==> src/rtl/alu_op_queue.sv <==
// alu_op_queue: small FIFO of ALU operations (A, B, FuncCode) between decode
// and the 16-bit ALU. The head entry drives the ALU inputs directly; both
// sides use valid/ready handshakes. Empty queue presents zeros to the ALU.
module alu_op_queue #(
  parameter int data_width = 16,
  parameter int depth      = 4,   // power of two, 2..16
  parameter int ptr_width  = 2    // log2(depth)
) (
  input  logic                  clk,
  input  logic                  reset_n,
  input  logic                  flush,
  input  logic                  in_valid,
  output logic                  in_ready,
  input  logic [data_width-1:0] in_A,
  input  logic [data_width-1:0] in_B,
  input  logic [3:0]            in_func,
  output logic                  out_valid,
  input  logic                  out_ready,
  output logic [data_width-1:0] A,
  output logic [data_width-1:0] B,
  output logic [3:0]            FuncCode,
  output logic [ptr_width:0]    count
);

  typedef struct packed {
    logic [data_width-1:0] opA;
    logic [data_width-1:0] opB;
    logic [3:0]            func;
  } entry_t;

  localparam logic [ptr_width:0]   fullCount = (ptr_width + 1)'(depth);
  localparam logic [ptr_width:0]   countOne  = (ptr_width + 1)'(1);
  localparam logic [ptr_width-1:0] ptrOne    = ptr_width'(1);

  entry_t                mem [0:depth-1];
  entry_t                headEntry;
  logic [ptr_width-1:0]  rdPtr;
  logic [ptr_width-1:0]  wrPtr;
  logic                  pushEn;
  logic                  popEn;

  // Handshake flags depend only on occupancy, so a full queue refuses a push
  // even when a pop happens in the same cycle.
  assign in_ready  = (count != fullCount);
  assign out_valid = (count != '0);
  assign pushEn    = in_valid && in_ready;
  assign popEn     = out_valid && out_ready;

  // Head selection: the stored entry at the read pointer, or zeros when empty
  // so the ALU sees FuncCode 0 with zero operands.
  always_comb begin
    // NOTE: default assignment first so no path through this block can infer a latch.
    headEntry = '0;
    if (out_valid) begin
      headEntry = mem[rdPtr];
    end
  end

  assign A        = headEntry.opA;
  assign B        = headEntry.opB;
  assign FuncCode = headEntry.func;

  // Storage write on an accepted push; a flush in the same cycle drops it.
  // NOTE: the storage array has no reset; occupancy tracking makes stale
  // contents invisible, and leaving it unreset keeps it a plain RAM.
  always_ff @(posedge clk) begin
    if (pushEn && !flush) begin
      mem[wrPtr] <= '{opA: in_A, opB: in_B, func: in_func};
    end
  end

  // Pointer and occupancy bookkeeping; flush overrides push and pop.
  // NOTE: sequential state uses non-blocking assignments so every register
  // samples the pre-edge values regardless of statement order.
  always_ff @(posedge clk or negedge reset_n) begin
    if (!reset_n) begin
      rdPtr <= '0;
      wrPtr <= '0;
      count <= '0;
    end else if (flush) begin
      rdPtr <= '0;
      wrPtr <= '0;
      count <= '0;
    end else begin
      if (pushEn) begin
        wrPtr <= wrPtr + ptrOne;
      end
      if (popEn) begin
        rdPtr <= rdPtr + ptrOne;
      end
      case ({pushEn, popEn})
        2'b10:   count <= count + countOne;
        2'b01:   count <= count - countOne;
        default: count <= count;
      endcase
    end
  end

endmodule

==> config.mk <==
export PLATFORM = sky130hd
export DESIGN_NAME = alu_op_queue
export DESIGN_NICKNAME = d
export VERILOG_FILES = /design/src/rtl/alu_op_queue.sv
export SDC_FILE = /design/constraint.sdc
export NUM_CORES = 1
export LEC_CHECK = 0
export CAP_MARGIN = 0
export CELL_PAD_IN_SITES_DETAIL_PLACEMENT = 0
export CELL_PAD_IN_SITES_GLOBAL_PLACEMENT = 1
export CORE_MARGIN = 2
export CORE_UTILIZATION = 40
export DETAILED_ROUTE_END_ITERATION = 10
export PLACE_DENSITY = 0.71
export SYNTH_ARGS = -nofsm -noshare
export SYNTH_HDL_FRONTEND = slang
export SYNTH_SLANG_ARGS = --single-unit
==> constraint.sdc <==
create_clock -name clk -period 2.85 [get_ports clk]
set_input_delay 0.57 -clock clk [delete_from_list [all_inputs] [get_ports clk]]
set_output_delay 0.57 -clock clk [all_outputs]
set_load 0.02 [all_outputs]
# Word level (Yosys, flattened, before mapping)
# Memory sizes are Yosys's and may differ from the RTL's.
# Index checks and enable logic that the tools add are counted.
[op_classes] eq_ne=3 n_addsub=4 n_reduce_logical=8 mux=9
[op_table] op="2-to-1 mux 36 bit" n=1
[op_table] op="2-to-1 mux 2 bit" n=4
[op_table] op="case mux 3 bit (2 select lines)" n=1
[op_table] op="nonzero test 3 bit" n=2
[op_table] op="adder 2 x 1 -> 2 bit (second input constant)" n=2
[op_table] op="nonzero test 2 bit" n=2
[op_table] op="adder 3 x 1 -> 3 bit (second input constant)" n=1
[op_table] op="logical AND 1 bit" n=3
[op_table] op="2-to-1 mux 3 bit" n=1
[op_table] op="inequality test 3 bit (second input constant)" n=1
[op_table] op="subtractor 3 x 1 -> 3 bit (second input constant)" n=1
[op_table] op="equality test 2 x 1 -> 1 bit (second input constant)" n=1
[op_table] op="equality test 2 bit (second input constant)" n=1
[op_table] op="2-to-1 mux 1 bit" n=2
[op_table] op="logical NOT 1 bit" n=1
[word_totals] reg_bits=7 ramBits=144 mem_count=1 output_inout_bits=41
[mem_list] name="mem" depth=4 width=36 read_ports=1 rd_clocked_by_memory_dff=0 wr=1 line="35" text="entry_t mem [0:depth-1];"

# Longest topological paths before layout
# Gate-level depths: netlist of run 1.
[depth] depth_word=5 ltp_mapped=9 depth_no_buf=8

# Least setup slack after synthesis of run 1
# No wires, ideal clock.
[synth_path] path_type="reg-to-reg" from="register count[0]" to="memory mem[0][0] in the netlist's numbering (enable)" path_stages_with_launch=5 setup_slack_ps=390 t_arrival_ps=2063 t_required_ps=2453 setup_time_ps=397 path_cell_list="dfrtp_1 > or3b_1 > nand2_1 > nor2_1 > and2_1"
[synth_via] elab_chain_cells=5
[synth_rtl] element="start: declaration" line="22" text="output logic [ptr_width:0] count"
[synth_rtl] element="start signal: assignment" line="92" text="2'b10: count <= count + countOne;"
[synth_rtl] element="start signal: assignment" line="93" text="2'b01: count <= count - countOne;"
[synth_rtl] element="start signal: assignment" line="94" text="default: count <= count;"
[synth_rtl] element="inequality test 3 bit" line="44" text="assign in_ready = (count != fullCount);"
[synth_rtl] element="via in_ready" line="13" text="output logic in_ready,"
[synth_rtl] element="logical AND 1 bit" line="46" text="assign pushEn = in_valid && in_ready;"
[synth_rtl] element="logical AND 1 bit" line="67" text="if (pushEn && !flush) begin"
[synth_rtl] element="2-to-1 mux 1 bit" line="67"
[synth_rtl] element="2-to-1 mux 1 bit (implied by the code)" line="68" text="mem[wrPtr] <= '{opA: in_A, opB: in_B, func: in_func};"
[synth_rtl] element="end: declaration" line="35"
# The timed path passes the listed nets, and every way through them passes these cells.

# Final worst setup path of run 1
[layout_path] from="register rdPtr[0]" to="output A[5]"
[layout_via] elab_chain_cells=2
[layout_rtl] element="start: declaration" line="37" text="logic [ptr_width-1:0] rdPtr;"
[layout_rtl] element="start signal: assignment" line="89" text="rdPtr <= rdPtr + ptrOne;"
[layout_rtl] element="memory (4 x 36 bit)"
[layout_rtl] element="2-to-1 mux 36 bit" line="54" text="if (out_valid) begin"
[layout_rtl] element="end: declaration" line="19" text="output logic [data_width-1:0] A,"
# No other way between the ends.

==> PnR_summary.wiki, run 1 <==
{| class="wikitable"
! Metric !! Value
|-
| Final antenna-violating net count || 0
|-
| Final-layout worst hold slack || 0.427 ns
|-
| Total power consumption of the routed design || between 5 and 6 mW
|-
| Vias after detailed routing || 3008
|-
| Per-instance average area after synthesis || 20.5 µm²
|-
| Count of inserted antenna diode cells || 0
|-
| Final Wtd Congestion || 0.707
|-
| CTS Buf Count || 17
|-
| Die footprint || 15900 µm²
|-
| Post-route setup TNS || 0 ns
|-
| Async set or reset register ratio after synthesis || under 10%
|-
| Die W || 126 µm
|-
| Total clock sinks || 151
|-
| Maximum VDD drop || 0.477 mV
|-
| Hold-fix buffers, CTS || 0
|-
| Per-cell routed wire length || 18.9 µm
|-
| Most frequent cell after synthesis || edfxtp_1
|-
| Post-route DRC violation count || 0
|-
| Post-Place Cells || 561
|-
| Library cell occupying the most area in the post-synthesis netlist || edfxtp_1
|-
| Final Routed Wirelength || 11200 µm
|-
| Vias per std cell || between 5 and 6
|-
| Pin count of the biggest net entering global routing || 26
|-
| Top cells by instance count after synthesis || edfxtp_1 (144), and2_1 (40), mux4_2 (36)
|-
| Clock tree buffer depth || 2
|-
| Layout Cells excl Fill || 592
|-
| Synth top area share || between 70% and 80%
|-
| CTS tree || built
|-
| Boundary Pins || slightly above 80
|-
| Floorplan row count || 44
|-
| Leakage power || 2.79 nW
|-
| Synthesized Nets || 337
|-
| Nets || 442
|-
| Reg2Reg Capture Point || count[1]$_DFFE_PN0P_
|-
| Drt initial violations || 180
|-
| Setup repair after global routing missed its margin || false
|-
| Most used flip-flop cell after synthesis || edfxtp_1
|-
| Type of element capturing the critical path || output port
|-
| Period Utilization, post-route || 92.9%
|-
| Distinct cell type count after synthesis || 30
|-
| Overall Global Routing Usage || 15.0%
|-
| Latest clock arrival within the worst-skew pair || 0.42 ns
|-
| Setup slack, reg-to-reg || 0.61 ns
|-
| Core footprint || roughly 15000 µm²
|-
| Final standard cell area without fillers || 7660 µm²
|-
| Share of post-route cells with drive strength above 1 || 22.1%
|-
| Sequential cell area || 4500 µm²
|-
| Top fanout value on the critical path || 20
|-
| Final core area utilization || between 50% and 60%
|-
| Count of warnings emitted by yosys || 0
|-
| Worst path required time || around 2.3 ns
|-
| Multi-input gate area || 1370 µm²
|-
| Clock Skew || ~0.0056 ns
|-
| Initial Utilization || a little over 40%
|-
| IO buf count || 81
|-
| Max H-tree Level || 4
|-
| Biggest area contributors in the synthesized netlist || edfxtp_1 (72%), mux4_2 (14%), and2_1 (4.2%)
|-
| Initial antenna violation count || 0
|-
| Worst slack, placed || 0.371 ns
|-
| Max-capacitance violation count || 0
|-
| Type of the worst setup path || reg -> out
|-
| Mapped Cells || 291
|-
| Root Buffer || clkbuf_16
|-
| Filler cell count || 1230
|-
| Final worst-path setup slack || 0.203 ns
|-
| Count of buffers added by post-CTS timing repair for setup || 0
|-
| Yosys reg bits || ~150
|-
| Clock transition at the registers of the reported paths || 0.06 ns
|-
| Grt ovf || 0
|-
| Final setup violating endpoints || 0
|-
| Endpoints failing hold || 0
|-
| Startpoint types || flip-flop
|-
| Combined area of all synthesized cells || 5970 µm²
|-
| Count of final max-slew check failures || 0
|-
| Vias in the first global route || 3204
|-
| Area of placed instances || around 7100 µm²
|-
| Transition at the pin with the smallest max-transition slack || 0.364 ns
|-
| Area growth from synthesis to layout || 28.4%
|-
| Outcome || finished, final reports clean
|-
| Global-route wire length before repair || 17500 µm
|-
| Worst Reg2Reg Path Length in Cells || 8
|-
| Drt pass-1 iters || 4
|-
| HPWL reported at the end of detailed placement || 6800 µm
|-
| EDFF count, synth || 144
|-
| Post-synthesis sequential area ratio || 75.4%
|-
| Worst hold path type || in -> async
|-
| Die Height || 126 µm
|-
| Critical R2R Launch || count[2]$_DFFE_PN0P_
|-
| Power per cell area || between 700 and 800 nW/µm²
|-
| Rel. slew slack || 75.7%
|-
| Data arrival time of the critical path || 2.08 ns
|-
| Minimum clock period after layout || 2.65 ns
|-
| Fmax achieved || 378 MHz
|}
==> report_power, final <==
part / internal (mW) / switching [mW]
clock: 1.17 / 0.805
combinational: 0.482 / 0.509
sequential: 2.52 / 0.0279
total: 4.17 / 1.34
==> layout make-up <==
| class | count | share of cell area (%) |
|---|---|---|
| Tap cell | 184 | 3.00 |
| Multi-Input combinational cell | 123 | 17.9 |
| Inverter | 2 | 0.0980 |
| Timing Repair Buffer | 101 | 13.5 |
| Sequential cell | 151 | 58.8 |
| Clock inverter | 13 | 1.18 |
| Clock buffer | 18 | 5.60 |
==> cell usage in the layout (no fill, tap or decap), types with 2 or more instances in the layout <==
cell type	instances
a21oi_1	4
and2_1	36
and2_2	4
buf_12	5
buf_4	14
clkbuf_16	17
clkdlybuf4s50_1	45
clkinv_1	4
clkinv_2	6
clkinvlp_4	2
dfrtp_1	4
dfrtp_2	3
dlygate4sd2_1	24
dlymetal6s2s_1	12
edfxtp_1	144
ha_1	4
inv_1	2
mux4_2	36
nand2_1	6
nand3_1	4
nor2_1	8
nor3_1	2
o21ai_0	2
or3_1	2
xnor2_1	2
xor2_1	2
==> state kept, by name, summed over array words and instances, names as in the netlist <==
| register | cells |
|---|---|
| mem | 144 |
| wrPtr | 2 |
| count | 3 |
| rdPtr | 2 |
==> worst max-delay path by stage <==
stage	from	end	slack [ns]	cells past startpoint
after floorplan	count[0]$_DFFE_PN0P_	mem[0][0]$_DFFE_PP_	0.39	4
after global placement	rdPtr[0]$_DFFE_PN0P_	B[6]	0.37	4
after detailed placement	rdPtr[0]$_DFFE_PN0P_	B[6]	0.37	4
after CTS	rdPtr[0]$_DFFE_PN0P_	FuncCode[0]	-0.002	4
after global routing	rdPtr[0]$_DFFE_PN0P_	B[15]	0.07	4
final	rdPtr[0]$_DFFE_PN0P_	A[5]	0.20	4
==> per-layer routing <==
metal	part of all wire, %	GRT usage (%)	wire (µm)	vias up
met3	5.0	4.42	566	14
met4	1.7	6.59	192	0
met1	43	18.4	4800	1548
li1	-	-	-	1363
met5	0	0	0	-
met2	50	24.8	5660	83
==> critical path: stages, from the launching register on <==
cell           delay (ns)
dfrtp_2              0.41
buf_12               0.21
mux4_2               0.54
and2_1               0.18
dlygate4sd2_1        0.31
==> what timing repair did <==
item                                   in CTS  in global routing
pin swaps                                   0                  0
gates resized for setup                    26                 13
setup endpoints to repair                  30                 12
endpoints found under the hold margin       0                  0
==> kinds of logic (layout without fill, tap and decap cells) <==
group | count (synthesis) | in the layout | synth area share (%)
xor gates and xnor gates | 4 | 4 | 0.587
and+or+nand+nor | 67 | 67 | 6.40
AOI/OAI and AO/OA | 11 | 11 | 1.17
adders and majority gates | 5 | 5 | 1.17
muxes | 36 | 36 | 13.6
buffers and inverters | 17 | 134 | 1.68
DFF | 151 | 151 | 75.4
Note: power is estimated with default switching activity, not from simulation.
==> run 2: changes to the inputs <==
--- a/config.mk
+++ b/config.mk
@@ -11,6 +11,7 @@
 export CORE_MARGIN = 2
 export CORE_UTILIZATION = 40
 export DETAILED_ROUTE_END_ITERATION = 10
+export HOLD_SLACK_MARGIN = 0.1
 export PLACE_DENSITY = 0.71
 export SYNTH_ARGS = -nofsm -noshare
 export SYNTH_HDL_FRONTEND = slang
==> results of run 2 <==
Final layout, timing and power as in run 1 (identical DEF).
